$ cat src/rtl/output_display_pkg.sv
// output_display_pkg: shared word size, blank codes, hex segment table and blanking helper
package output_display_pkg;
  localparam int WORD_SIZE = 16;
  localparam logic [6:0] SEG_BLANK = 7'h7F;
  localparam logic [3:0] AN_OFF = 4'hF;
  // Active-low {g,f,e,d,c,b,a} patterns for hex digits 0..F.
  localparam logic [6:0] HEX_SEG [16] = '{
    7'h40, 7'h79, 7'h24, 7'h30, 7'h19, 7'h12, 7'h02, 7'h78,
    7'h00, 7'h10, 7'h08, 7'h03, 7'h46, 7'h21, 7'h06, 7'h0E
  };
  function automatic logic blank_digit(logic [WORD_SIZE-1:0] word, logic [1:0] idx);
    return idx != 2'd0 && (word >> {idx, 2'b00}) == '0;
  endfunction
endpackage

$ cat src/rtl/output_display_if.sv
// output_display_if: CPU-side inputs and board-side outputs of the display block
interface output_display_if;
  import output_display_pkg::*;
  logic [WORD_SIZE-1:0] data_in;
  logic [7:0] pc_in;
  logic display_enable;
  logic hold;
  logic [3:0] an;
  logic [6:0] seg;
  logic dp;
  logic [7:0] led;
  modport master (output data_in, pc_in, display_enable, hold, input an, seg, dp, led);
  modport slave (input data_in, pc_in, display_enable, hold, output an, seg, dp, led);
endinterface

$ cat src/rtl/output_display_hex_to_seg.sv
// hex_to_seg: nibble to active-low 7-segment pattern
module hex_to_seg
  import output_display_pkg::*;
(
  input  logic [3:0] nibble,
  output logic [6:0] seg
);
  assign seg = HEX_SEG[nibble];
endmodule

$ cat src/rtl/output_display.sv
// output_display: latches the CPU output word, scans it as 4 hex digits and mirrors the PC low byte on LEDs
module output_display
  import output_display_pkg::*;
#(
  parameter int REFRESH_DIV = 50000,
  parameter int CHANGE_FRAMES = 64,
  parameter bit BLANK_LEADING = 1'b0
) (
  input logic clk,
  input logic reset_display,
  output_display_if.slave bus
);
  localparam int RW = $clog2(REFRESH_DIV);
  localparam int FW = $clog2(CHANGE_FRAMES + 1);
  logic [WORD_SIZE-1:0] latched;
  logic [RW-1:0] refresh_cnt;
  logic [1:0] digit_idx;
  logic [FW-1:0] frame_cnt;
  logic change_active;
  logic [3:0] nibble;
  logic [6:0] pattern;
  logic change, tick, wrap;
  assign nibble = latched[{digit_idx, 2'b00} +: 4];
  assign change = !bus.hold && bus.data_in != latched;
  assign tick = bus.display_enable && refresh_cnt == RW'(REFRESH_DIV - 1);
  assign wrap = tick && digit_idx == 2'd3;
  hex_to_seg u_dec (.nibble(nibble), .seg(pattern));
  always_ff @(posedge clk or posedge reset_display)
    if (reset_display) begin
      latched <= '0;
      refresh_cnt <= '0;
      digit_idx <= 2'd0;
      frame_cnt <= '0;
      change_active <= 1'b0;
      bus.an <= AN_OFF;
      bus.seg <= SEG_BLANK;
      bus.dp <= 1'b1;
      bus.led <= 8'h00;
    end else begin
      if (!bus.hold) latched <= bus.data_in;
      bus.led <= bus.pc_in;
      if (bus.display_enable) begin
        refresh_cnt <= tick ? '0 : refresh_cnt + 1'b1;
        if (tick) digit_idx <= digit_idx + 1'b1;
      end
      // A fresh change reloads the frame count even on the frame-wrap edge.
      if (change) begin
        change_active <= 1'b1;
        frame_cnt <= FW'(CHANGE_FRAMES);
      end else if (wrap && change_active) begin
        frame_cnt <= frame_cnt - 1'b1;
        if (frame_cnt == FW'(1)) change_active <= 1'b0;
      end
      bus.an <= bus.display_enable ? ~(4'b0001 << digit_idx) : AN_OFF;
      bus.seg <= !bus.display_enable || (BLANK_LEADING && blank_digit(latched, digit_idx)) ? SEG_BLANK : pattern;
      bus.dp <= !(bus.display_enable && digit_idx == 2'd0 && change_active);
    end
endmodule

$ cat src/flat_wrapper.sv
// flat-port wrapper written by rule: the top's interface ports become plain ports
module output_display_flat import output_display_pkg::*;
#(
  parameter int REFRESH_DIV = 50000,
  parameter int CHANGE_FRAMES = 64,
  parameter bit BLANK_LEADING = 1'b0
)
  (clk, reset_display, bus_data_in, bus_pc_in, bus_display_enable, bus_hold, bus_an, bus_seg, bus_dp, bus_led);
  output_display_if bus_i ();
  input logic clk;
  input logic reset_display;
  input wire logic [$bits(bus_i.data_in)-1:0] bus_data_in;
  input wire logic [$bits(bus_i.pc_in)-1:0] bus_pc_in;
  input wire logic [$bits(bus_i.display_enable)-1:0] bus_display_enable;
  input wire logic [$bits(bus_i.hold)-1:0] bus_hold;
  output wire logic [$bits(bus_i.an)-1:0] bus_an;
  output wire logic [$bits(bus_i.seg)-1:0] bus_seg;
  output wire logic [$bits(bus_i.dp)-1:0] bus_dp;
  output wire logic [$bits(bus_i.led)-1:0] bus_led;
  assign bus_i.data_in = bus_data_in;
  assign bus_i.pc_in = bus_pc_in;
  assign bus_i.display_enable = bus_display_enable;
  assign bus_i.hold = bus_hold;
  assign bus_an = bus_i.an;
  assign bus_seg = bus_i.seg;
  assign bus_dp = bus_i.dp;
  assign bus_led = bus_i.led;
  output_display #(.REFRESH_DIV(REFRESH_DIV), .CHANGE_FRAMES(CHANGE_FRAMES), .BLANK_LEADING(BLANK_LEADING)) u_core (.clk(clk), .reset_display(reset_display), .bus(bus_i));
endmodule
$ cat config.mk
export PLATFORM = sky130hd
export DESIGN_NAME = output_display_flat
export DESIGN_NICKNAME = d
export VERILOG_FILES = /design/src/rtl/output_display_pkg.sv /design/src/rtl/output_display_if.sv /design/src/rtl/output_display_hex_to_seg.sv /design/src/rtl/output_display.sv /design/src/flat_wrapper.sv
export SDC_FILE = /design/constraint.sdc
export NUM_CORES = 1
export LEC_CHECK = 0
export BUFFER_PORTS_ARGS = -buffer_cell sky130_fd_sc_hd__buf_2
export CAP_MARGIN = 10
export CORE_MARGIN = 4
export CORE_UTILIZATION = 50
export CTS_BUF_LIST = sky130_fd_sc_hd__clkbuf_2
export CTS_CLUSTER_DIAMETER = 150
export CTS_CLUSTER_SIZE = 24
export DETAILED_ROUTE_END_ITERATION = 16
export GPL_TIMING_DRIVEN = 0
export PLACE_DENSITY_LB_ADDON = 0.08
export SETUP_SLACK_MARGIN = 0.15
export SLEW_MARGIN = 25
export SYNTH_ARGS = -nofsm -noshare
export SYNTH_HDL_FRONTEND = slang
export SYNTH_SLANG_ARGS = --single-unit
$ cat constraint.sdc
create_clock -name clk -period 1.78 [get_ports clk]
set_input_delay 0 -clock clk [delete_from_list [all_inputs] [get_ports clk]]
set_output_delay 0 -clock clk [all_outputs]
set_load 0.01 [all_outputs]
==> out/results.ini, run 1 <==
[drt]
wl_per_cell_um = 16.1
vias_per_cell = 5.33
final_antenna_net_count = 0
total_vias_in_the_final_route = 2454
detail_route.first_pass.iterations = 4
first_iter_violations = 116
route.final.wire_length_mm = 7.43
post-route-drc-count = 0

[global_routing]
groute.layer.met3.usage_pct = 3.94
antenna_found_initial = 0
grt_pass1_wl_mm = 11.9
grt.total_usage_pct = 20.5
total_global_routing_overflow = 0
grt_pass1_vias = 2599
grt_max_degree = 46
top_usage_layer = met2
met2_global_route_usage_pct = 32.9
grt.met1_usage_pct = 26.8

[floorplan]
start_util_pct = 51.3
die_h_um = 85.7
floorplan.rows = 28
core_area_um2 = 5890
floorplan.die.width_um = 85.7
floorplan.die_area_um2 = 7350
floorplan.io_pins = 48

[power_and_ir_drop]
switchingPower_mw = 0.991
power_per_cell_area_nw_per_um2 = 748
power.leakage_nw = 1.93
combPwrFrac_pct = 22.5
irDropWorstVdd_uv = 537
seqPwrFrac_pct = 48.4
power.total_mw = 3.40
power_report.internal_total_mw = 2.41
clock_power_share_pct = 29.1
power_switching_share_pct = 29.1

[finish]
register_area_um2 = 1570
fill_cells = 379
layout-area-overhead-vs-synth_pct = 50.4
share_of_cells_above_drive_strength_1_pct = 53.8
post-route-cell-area_um2 = 4540
multi_input_comb_area_um2 = 1760
n_antenna_cell = 0
design.final.nets = 421

[critical_path]
timing.rr.end = u_core.bus.seg[1]
peak_per_stage_delay_on_the_critical_path_ns = 0.59
critical_path.max_fanout = 5
timing.critical_path.buf_inv = 3
critPathMostFrequentCell = buf_4
critical-path-top-delay-family = multiplexers
rr_worst_depth = 7
cp-startpoint = u_core.digit_idx[0]
nature_of_the_critical_path_endpoint = register
r2r_setup_slack_ns = -0.11
worstSetupStartpointType = register
worstPathCellList = buf_6 -> mux4_2 -> buf_4 -> buf_4 -> mux2i_1 -> a21o_1 -> nand2_1
cp.required_ns = 2.20
cp_num_cells = 7
critical_path_arrival_ns = 2.31
worst_path_max_delay_cell = mux4_2
crit_type = reg -> reg
crit-reg2reg-launch = u_core.digit_idx[0]

[clock_tree]
clock_buffer_depth = 2
tritoncts = done
clk_pin_slew_worst_paths_ns = 0.17
cts-root-buf = clkbuf_2
insertion_delay_ns = 0.52
cts_buffers = 9
h-tree-depth = 3
numClockSinks = 62

[placed_design]
portBuffers = 46
place.gp.congestion = 0.781
dp_slack_ns = -0.179
dp_hpwl_mm = 4.09
detailed_place.area_um2 = 3400

[synthesis]
synthesis.area_um2 = 3020
netlist_top_cells_area = dfrtp_1 (41%), dfstp_2 (10%), mux2_2 (6.3%)
synth_edf_count = 0
synth_ff_type = dfrtp_1
syn_area_per_cell_um2 = 11.9
synth.yosys.seq_area_share_pct = 51.9
synth_top_area_cell = dfrtp_1
ffs_w_async_s_r_synth_pct = 100
syn_nets = 294
netlist_instances = 253
ys_types = 45
synth_top_area_share_pct = 41.4
synth.yosys.warnings = 0
synth.ff_latch_count = 62

[min_path]
timing.hold.worst.class = in -> reg
worst_hold_path.endpoint = u_core.latched[12]
holdCritStartpoint = bus_hold
hold_depth = 2

[timing]
layout_worst_path_cycle_share_pct = 106
fmax_mhz = 528
pins_over_their_slew_limit = 0
setup_viol_count_final = 8
final_critical_path_setup_slack_ns = -0.113
tightestPinTransition_ns = 0.564
timing.clock.skew_ns = 0.0281
max_transition_margin_pct = 62.4
setup_repair_after_global_routing_missed_its_margin = yes
final.min_clock_period_ns = 1.89
finalHoldViolations = 2
holdWs_ns = -0.00117
fin_setup_tns_ns = -0.511

[outcome]
violations_in_the_final_reports = negative hold slack, negative setup slack
outcome = finished with violations

[job]
max_cap_violations = 0

-- how the worst max path moves through the flow --
stage / to / slack [ns]
2_1_floorplan: u_core.bus.seg[0] / 0.008
3_3_place_gp: u_core.bus.led[2] / -0.56
3_5_place_dp: u_core.bus.seg[0] / -0.18
4_1_cts: u_core.bus.seg[4] / -0.07
5_1_grt: u_core.bus.seg[3] / -0.17
6_report: u_core.bus.seg[1] / -0.11
-- layout by cell type (no fill, tap or decap), drive strengths merged, types with 3 or more instances in the layout --
cell type / count
nor4: 6
or4: 4
clkinv: 3
xor2: 20
mux2: 17
ha: 13
nand2b: 4
dfrtp: 50
or3: 5
a21oi: 10
and3: 3
o211ai: 4
nand3: 9
o21ai: 5
dlygate4sd3: 27
nand4: 5
and4: 4
nand2: 14
mux4: 4
xnor2: 9
buf: 94
inv: 10
nor2: 11
o31ai: 5
dfstp: 12
clkbuf: 12
-- logic make-up after synthesis --
kind of cell,share of synthesized area [%]
adders and majority gates,5.39
and+or+nand+nor,14.6
muxes,9.66
buffers and inverters,2.53
DFF,51.9
xor gates and xnor gates,8.41
AOI/OAI and AO/OA,7.50
-- cells in the mapped netlist (2+ instances only) --
cell	n
xor2_1	20
nor4b_2	2
buf_2	4
and2_1	2
or4_1	4
a21oi_1	10
o211ai_1	4
nor4_1	6
nand3_1	7
dfstp_2	12
dfrtp_1	50
nand2b_1	4
xnor2_1	9
o21ai_0	5
ha_1	13
nand4_1	5
or3_1	4
mux4_2	4
nand3b_1	2
mux2_2	17
clkbuf_1	4
o31ai_1	5
and3_1	3
nor2b_1	2
inv_1	10
nand2_1	14
and4_1	4
nor2_1	10
-- power by group through the flow --
stage	sequential, mW	combinational (mW)	clock (mW)
global placement	1.68	0.432	0
floorplan	1.67	0.302	0
global route	1.66	0.836	1.07
CTS	1.64	0.626	0.999
detailed placement	1.68	0.453	0
finish	1.64	0.766	0.989
-- layer usage --
metal  wire length, um  up-vias
met5                 0        -
met4               139        0
met3               344        9
met2              3690       63
met1              3250     1216
li1                  -     1166
-- registers in the layout (all words and copies together) (netlist names) --
name,cells
u_core.latched,16
u_core.refresh_cnt,16
u_core.bus.led,8
u_core.bus.seg,7
u_core.frame_cnt,7
u_core.bus.an,4
u_core.digit_idx,2
u_core.bus.dp,1
u_core.change_active,1
-- layout make-up --
type	count	share of cell area [%]
buffer	9	1.52
multi-input combinational	173	38.7
clock buffer	9	0.992
tap	75	2.07
sequential	62	34.6
clock inverter	7	1.96
inverter	10	0.992
timing repair buffer	115	19.2
-- repair_timing --
action | in CTS | in global routing
gates resized for setup | 42 | 63
endpoints found under the setup margin | 25 | 26
gates cloned | 2 | 1
setup buffers | 26 | 13
hold buffers | 27 | 0
endpoints found under the hold margin | 90 | 0
pin swaps | 22 | 31
-- per-stage QoR --
step                utilization (%)  instances
floorplan                         -        253
global placement               57.2        374
detailed placement             57.8        375
CTS                            71.4        446
global route                   77.2        460
finish                         77.2        460
-- worst reg2reg max path, stage by stage (launching register included) --
cell	delay (ns)
dfrtp_1	0.40
buf_6	0.13
mux4_2	0.59
buf_4	0.18
buf_4	0.13
mux2i_1	0.18
a21o_1	0.14
nand2_1	0.07
No activity file was read; power rests on OpenSTA's default activity.
==> run 2, diff against run 1 <==
--- a/config.mk
+++ b/config.mk
@@ -14,7 +14,7 @@
 export CTS_CLUSTER_SIZE = 24
 export DETAILED_ROUTE_END_ITERATION = 16
 export GPL_TIMING_DRIVEN = 0
-export PLACE_DENSITY_LB_ADDON = 0.08
+export PLACE_DENSITY_LB_ADDON = 0.2
 export SETUP_SLACK_MARGIN = 0.15
 export SLEW_MARGIN = 25
 export SYNTH_ARGS = -nofsm -noshare
==> run 2 against run 1 <==
  * The flow finishes with violations (negative setup slack)
  * Sequential power barely moved
  * Setup slack worse by 0.0093 ns
  * Critical path depth shrank 1
  * Wire length fell by 1.1%
  * Die area is the same
  * Critical endpoint is now u_core.bus.seg[3]
  * Largest cell class unchanged
  * Highest routed layer unchanged
==> out/results.ini, run 2 (synthesis gave the netlist of run 1 again) <==
[outcome]
outcome = finished with violations
violations_in_the_final_reports = negative setup slack

[timing]
timing.clock.skew_ns = 0.0291  ; +0.00101 ns
max_transition_margin_pct = 60.7  ; -1.7 points
setup_viol_count_final = 7  ; -1
finalHoldViolations = 0  ; -2
tightestPinTransition_ns = 0.589  ; +0.0248 ns
fmax_mhz = 526  ; -0.49%
layout_worst_path_cycle_share_pct = 107  ; +0.52 points
pins_over_their_slew_limit = 0  ; unchanged
final.min_clock_period_ns = 1.90  ; +0.00932 ns
setup_repair_after_global_routing_missed_its_margin = yes
final_critical_path_setup_slack_ns = -0.123  ; -0.00932 ns

[power_and_ir_drop]
power_switching_share_pct = 30.5  ; +1.3 points
power.leakage_nw = 1.88  ; -2.5%
switchingPower_mw = 0.910  ; -8.2%
clock_power_share_pct = 23.3  ; -5.8 points
combPwrFrac_pct = 21.1  ; -1.4 points
power_per_cell_area_nw_per_um2 = 684  ; -8.6%
irDropWorstVdd_uv = 489  ; -9.0%
seqPwrFrac_pct = 55.7  ; +7.3 points
power_report.internal_total_mw = 2.07  ; -14%

[global_routing]
grt_pass1_wl_mm = 11.8  ; -0.93%
top_usage_layer = met2
grt.total_usage_pct = 20.5  ; about the same
total_global_routing_overflow = 0  ; unchanged
groute.layer.met3.usage_pct = 5.00  ; +1.1 points
grt_pass1_vias = 2449  ; -5.8%
grt_max_degree = 54  ; +17%
met2_global_route_usage_pct = 32.4  ; -0.49 points
grt.met1_usage_pct = 27.5  ; +0.71 points
antenna_found_initial = 0  ; unchanged

[critical_path]
worstSetupStartpointType = register
nature_of_the_critical_path_endpoint = register
crit_type = reg -> reg
cp-startpoint = u_core.digit_idx[0]
cp.required_ns = 2.18  ; -0.02 ns
critical_path_arrival_ns = 2.31  ; about the same
crit-reg2reg-launch = u_core.digit_idx[0]
critical_path.max_fanout = 5  ; unchanged

[clock_tree]
h-tree-depth = 3  ; unchanged
cts_buffers = 9  ; unchanged
numClockSinks = 62  ; unchanged
cts-root-buf = clkbuf_2
clock_buffer_depth = 2  ; unchanged
tritoncts = done
clk_pin_slew_worst_paths_ns = 0.16  ; about the same
insertion_delay_ns = 0.50  ; -0.02 ns

[placed_design]
dp_hpwl_mm = 4.06  ; -0.57%
portBuffers = 46  ; unchanged
place_inst = 375  ; unchanged
place.gp.congestion = 0.749  ; -4.1%

[finish]
instances_no_fill = 453  ; -1.5%
design.final.nets = 414  ; -1.7%
reg.largest.list = u_core.latched x16, u_core.refresh_cnt x16, u_core.bus.led x8
n_antenna_cell = 0  ; unchanged
fill_cells = 392  ; +3.4%
final_core_utilization_pct = 74.1  ; -3.1 points
final_common_cell = buf_2
layout-area-overhead-vs-synth_pct = 44.5
layout.cells.most_common_list = buf_2 (47), dfrtp_1 (46), dlygate4sd3_1 (27)
share_of_cells_above_drive_strength_1_pct = 50.5  ; -3.2 points

[drt]
post-route-drc-count = 0  ; unchanged
detail_route.first_pass.iterations = 4  ; unchanged
total_vias_in_the_final_route = 2440  ; -0.57%
wl_per_cell_um = 16.2  ; +0.48%
route.final.wire_length_mm = 7.35  ; -1.1%
final_antenna_net_count = 0  ; unchanged
vias_per_cell = 5.39  ; +0.97%
first_iter_violations = 118  ; +1.7%

[floorplan]
floorplan.rows = 28  ; unchanged
floorplan.die_area_um2 = 7350  ; unchanged
die_h_um = 85.7  ; unchanged
core_area_um2 = 5890  ; unchanged
floorplan.io_pins = 48  ; unchanged
floorplan.die.width_um = 85.7  ; unchanged
start_util_pct = 51.3  ; unchanged

[min_path]
timing.hold.worst.class = in -> reg
holdCritStartpoint = bus_hold

[job]
max_cap_violations = 0  ; unchanged

run 2: through the flow:
stage	area, um2	total power, mW	hold WS [ns]	setup WS (ns)	TNS [ns]
after floorplan	3050	1.98	0.0314	0.00764	0
after global placement	3370	2.11	0.109	-0.554	-28.33
after detailed placement	3400	2.13	-0.0850	-0.150	-0.914
after CTS	4070	2.92	0.00137	-0.0724	-0.231
after global routing	4360	3.14	0.00839	-0.172	-1.14
final	4360	2.98	0.0272	-0.123	-0.407
run 2: layout make-up:
cell class	count	area, um2	share of cell area [%]
Multi-Input combinational cell	173	1680	38.6
Buffer	9	63.8	1.46
Inverter	10	45.0	1.03
Clock inverter	3	12.5	0.287
Sequential cell	62	1570	36.0
Clock buffer	13	65.1	1.49
Timing Repair Buffer	108	826	18.9
Tap cell	75	93.8	2.15
run 2: worst paths after layout:
check                      depth (start not counted)  slack (ns)                      to
min reg2reg                                        1        0.53  u_core.refresh_cnt[15]
max in group asynchronous                          5        0.68        u_core.bus.an[0]
max                                                6       -0.12       u_core.bus.seg[3]
max reg2reg                                        6       -0.12       u_core.bus.seg[3]
min in group asynchronous                          4        0.54     u_core.frame_cnt[4]
min                                                2        0.03      u_core.latched[13]
run 2: power groups by stage:
stage	combinational [mW]	sequential [mW]	clock, mW
6_report	0.629	1.66	0.694
4_1_cts	0.558	1.66	0.706
3_3_place_gp	0.432	1.68	0
5_1_grt	0.690	1.68	0.775
3_5_place_dp	0.451	1.68	0
2_1_floorplan	0.302	1.67	0
run 2: worst max-delay path, stage by stage, from the launching register on:
cell and delay [ns]:
dfrtp_1 0.41, buf_6 0.13, mux4_2 0.61, ha_4 0.22, nor2b_1 0.14, a211oi_2 0.20
o21ai_1 0.12
run 2: timing repair:
| item | CTS | global route |
|---|---|---|
| hold buffers | 27 | 0 |
| gates resized for setup | 33 | 56 |
| buffers inserted | 20 | 13 |
| gates cloned | 2 | 0 |
| pin swaps | 23 | 22 |
| setup endpoints to repair | 23 | 25 |
| endpoints found under the hold margin | 91 | 0 |
run 2: layer usage:
layer / vias up / routed length, um
li1: 1149 / -
met1: 1205 / 3210
met2: 69 / 3570
met3: 17 / 376
met4: 0 / 195
met5: - / 0
==> run 3, diff against run 2 <==
--- a/config.mk
+++ b/config.mk
@@ -5,6 +5,7 @@
 export SDC_FILE = /design/constraint.sdc
 export NUM_CORES = 1
 export LEC_CHECK = 0
+export ABC_CLOCK_PERIOD_IN_PS = 1780
 export BUFFER_PORTS_ARGS = -buffer_cell sky130_fd_sc_hd__buf_2
 export CAP_MARGIN = 10
 export CORE_MARGIN = 4
@@ -19,4 +20,5 @@
 export SLEW_MARGIN = 25
 export SYNTH_ARGS = -nofsm -noshare
 export SYNTH_HDL_FRONTEND = slang
+export SYNTH_HIERARCHICAL = 1
 export SYNTH_SLANG_ARGS = --single-unit
==> run 3 against run 2 <==
  * The flow still finishes with violations (negative setup slack)
  * Final cell count increased by 0.88%
  * Power grew 0.97%
  * Non-clock buffer count decreased by 3
  * Via count is 0.74% lower
  * Wire length down 3.5%
  * Clock skew shrank 0.0050 ns
  * Synthesized cell count up 4.0%
  * First-iteration DRC count rose by 0.85%
  * Fmax is 13% lower
  * Die area rose by 2.0%
  * Critical endpoint is now u_core/bus.seg[0]
  * Largest power group unchanged
  * Highest routed layer unchanged
==> out/results.ini, run 3 <==
[outcome]
outcome = finished with violations
violations_in_the_final_reports = negative setup slack

[synthesis]
ys_types = 44  ; -2.2%
synth_commonest_cells = dfrtp_1 (50), xor2_1 (22), mux2_2 (18)
synth_top_area_share_pct = 40.6  ; -0.87 points
ffs_w_async_s_r_synth_pct = 100  ; unchanged
synthesis.area_um2 = 3080  ; +2.2%
synth.ff_latch_count = 62  ; unchanged
netlist_top_cells_area = dfrtp_1 (41%), dfstp_2 (10%), mux2_2 (6.6%)
netlist_instances = 263  ; +4.0%
synth.yosys.seq_area_share_pct = 50.8  ; -1.1 points
syn_nets = 305  ; +3.7%
synth_top_area_cell = dfrtp_1
syn_area_per_cell_um2 = 11.7  ; -1.7%
synth_ff_type = dfrtp_1
count_leader_synth = dfrtp_1
synth_edf_count = 0  ; unchanged
synth.yosys.warnings = 6  ; +6

[timing]
layout_worst_path_cycle_share_pct = 122  ; +15 points
tightestPinTransition_ns = 0.534  ; -0.0555 ns
setup_viol_count_final = 8  ; +1
final_critical_path_setup_slack_ns = -0.397  ; -0.275 ns
final.min_clock_period_ns = 2.18  ; +0.275 ns
timing.clock.skew_ns = 0.0241  ; -0.00502 ns
pins_over_their_slew_limit = 0  ; unchanged
fin_setup_tns_ns = -1.95  ; -1.54 ns
fmax_mhz = 459  ; -13%
max_transition_margin_pct = 64.4  ; +3.7 points
setup_repair_after_global_routing_missed_its_margin = yes
finalHoldViolations = 0  ; unchanged

[floorplan]
start_util_pct = 51.8  ; +0.49 points
floorplan.die_area_um2 = 7490  ; +2.0%
floorplan.rows = 28  ; unchanged
core_area_um2 = 5960  ; +1.2%
die_h_um = 86.5  ; +0.97%
floorplan.die.width_um = 86.5  ; +0.97%
floorplan.io_pins = 48  ; unchanged

[global_routing]
grt.total_usage_pct = 19.2  ; -1.3 points
grt_pass1_vias = 2338  ; -4.5%
antenna_found_initial = 0  ; unchanged
grt_max_degree = 33  ; -39%
grt_pass1_wl_mm = 11.1  ; -5.9%
total_global_routing_overflow = 0  ; unchanged

[placed_design]
portBuffers = 46  ; unchanged
place_inst = 385  ; +2.7%
dp_hpwl_mm = 4.06  ; about the same
place.gp.congestion = 0.861  ; +15%

[critical_path]
worst_path_max_delay_cell = mux4_2
critical_path_arrival_ns = 2.59  ; +0.28 ns
peak_per_stage_delay_on_the_critical_path_ns = 0.56  ; -0.05 ns
r2r_setup_slack_ns = -0.40  ; -0.27 ns
critical_path.max_fanout = 6  ; +1
worstPathCellList = buf_8 -> mux4_2 -> inv_4 -> ha_4 -> and2b_2 -> or3b_1 -> o21ai_1 -> nand2b_1
worstSetupStartpointType = register
nature_of_the_critical_path_endpoint = register
rr_worst_depth = 8  ; +2
timing.rr.end = u_core/bus.seg[0]
crit_type = reg -> reg
crit-reg2reg-launch = u_core/digit_idx[1]
cp.required_ns = 2.19  ; about the same

[min_path]
timing.hold.worst.class = in -> async

[power_and_ir_drop]
power_per_cell_area_nw_per_um2 = 696  ; +1.8%
power.leakage_nw = 2.00  ; +6.4%
irDropWorstVdd_uv = 488  ; -0.32%

[finish]
instances_no_fill = 457  ; +0.88%
n_antenna_cell = 0  ; unchanged
share_of_cells_above_drive_strength_1_pct = 45.8  ; -4.7 points
design.final.nets = 419  ; +1.2%
layout.cells.most_common_list = buf_2 (48), dfrtp_1 (48), dlygate4sd3_1 (26)
reg.largest.list = u_core/latched x16, u_core/refresh_cnt x16, u_core/bus.led x8
fill_cells = 406  ; +3.6%
layout-area-overhead-vs-synth_pct = 40.3

[clock_tree]
clk_pin_slew_worst_paths_ns = 0.17  ; about the same
numClockSinks = 62  ; unchanged
cts-root-buf = clkbuf_2
insertion_delay_ns = 0.47  ; -0.03 ns
clock_buffer_depth = 2  ; unchanged
tritoncts = done
cts_buffers = 9  ; unchanged
h-tree-depth = 3  ; unchanged

[job]
max_cap_violations = 0  ; unchanged

[drt]
route.final.wire_length_mm = 7.09  ; -3.5%
wl_per_cell_um = 15.5  ; -4.4%
first_iter_violations = 119  ; +0.85%
total_vias_in_the_final_route = 2422  ; -0.74%
final_antenna_net_count = 0  ; unchanged
post-route-drc-count = 0  ; unchanged
detail_route.first_pass.iterations = 4  ; unchanged
vias_per_cell = 5.30  ; -1.6%

[run 3: changes by cell type after synthesis, moves of 4 or more]
cell / change
inv_1: +4
or3_1: +4
o21ai_0: +5
o211ai_1: -4
nand2b_1: +4
mux2i_1: +4
o31ai_1: -4
nor3_1: +4
[run 3: repair_timing]
| item | CTS | global route |
|---|---|---|
| pin swaps | 17 | 12 |
| endpoints found under the setup margin | 26 | 26 |
| buffers inserted | 19 | 9 |
| hold buffers | 26 | 0 |
| gates resized for setup | 25 | 39 |
| endpoints found under the hold margin | 92 | 0 |
| cloned | 1 | 1 |
[run 3: how the worst max path moves through the flow]
stage               depth (start not counted)                  to  slack [ns]                start
floorplan                                   8   u_core/bus.seg[0]       -0.30  u_core/digit_idx[1]
global placement                            2  u_core/latched[13]       -0.54        reset_display
detailed placement                          8   u_core/bus.seg[0]       -0.42  u_core/digit_idx[1]
CTS                                         6   u_core/bus.seg[3]       -0.37  u_core/digit_idx[1]
global route                                8   u_core/bus.seg[3]       -0.44  u_core/digit_idx[1]
finish                                      8   u_core/bus.seg[0]       -0.40  u_core/digit_idx[1]
[run 3: report_power, final]
group	switching (mW)	leakage, nW	internal [mW]	total [mW]
Clock	0.492	0.0634	0.200	0.692
Sequential	0.0964	0.742	1.54	1.64
Combinational	0.308	1.19	0.374	0.682
[run 3: per-stage QoR]
step / setup slack (ns) / hold WS, ns / total power, mW / cell area, um2 / utilization [%]
after floorplan: -0.297 / 0.0314 / 1.98 / 3130 / -
after global placement: -0.543 / 0.107 / 2.12 / 3460 / 58.0
after detailed placement: -0.420 / 0.0329 / 2.14 / 3480 / 58.4
after CTS: -0.372 / 0.00916 / 2.96 / 4090 / 68.7
after global routing: -0.441 / 0.0222 / 3.19 / 4330 / 72.6
final: -0.397 / 0.0442 / 3.01 / 4330 / 72.6
[run 3: kinds of logic after synthesis]
kind of cell               Yosys count  synth area share [%]
adders and majority gates           14                  5.68
muxes                               28                  12.0
buffers and inverters               25                  3.45
DFF                                 62                  50.8
AOI/OAI and AO/OA                   26                  5.23
and+or+nand+nor                     80                  14.9
xor gates and xnor gates            28                  7.95
[run 3: routing by layer]
layer  track usage (%)  vias up  wire length (um)
met1              25.9     1185              3100
li1                  -     1152                 -
met2              30.5       73              3530
met5                 0        -                 0
met3              4.09       12               341
met4              7.65        0               117
[run 3: worst max-delay path, delay by kind of cell, from the launching register on]
kind                     cells  cell delay (ns)
multiplexers                 1             0.56
adder cells (fa/ha/maj)      1             0.13
buffers and inverters        2             0.23
AND/OR/NAND/NOR              3             0.69
flip-flops                   1             0.42
AO/OA/AOI/OAI                1             0.09
[run 3: layout make-up]
cell class	count	area (um2)	share of cell area, %
plain buffers	11	109	2.52
well taps	75	93.8	2.17
repair buffers	103	776	17.9
flip-flops and latches	62	1570	36.3
inverters	14	60.1	1.39
clock buffers	13	65.1	1.50
clock inverters	3	13.8	0.318
multi-input cells	176	1640	37.9
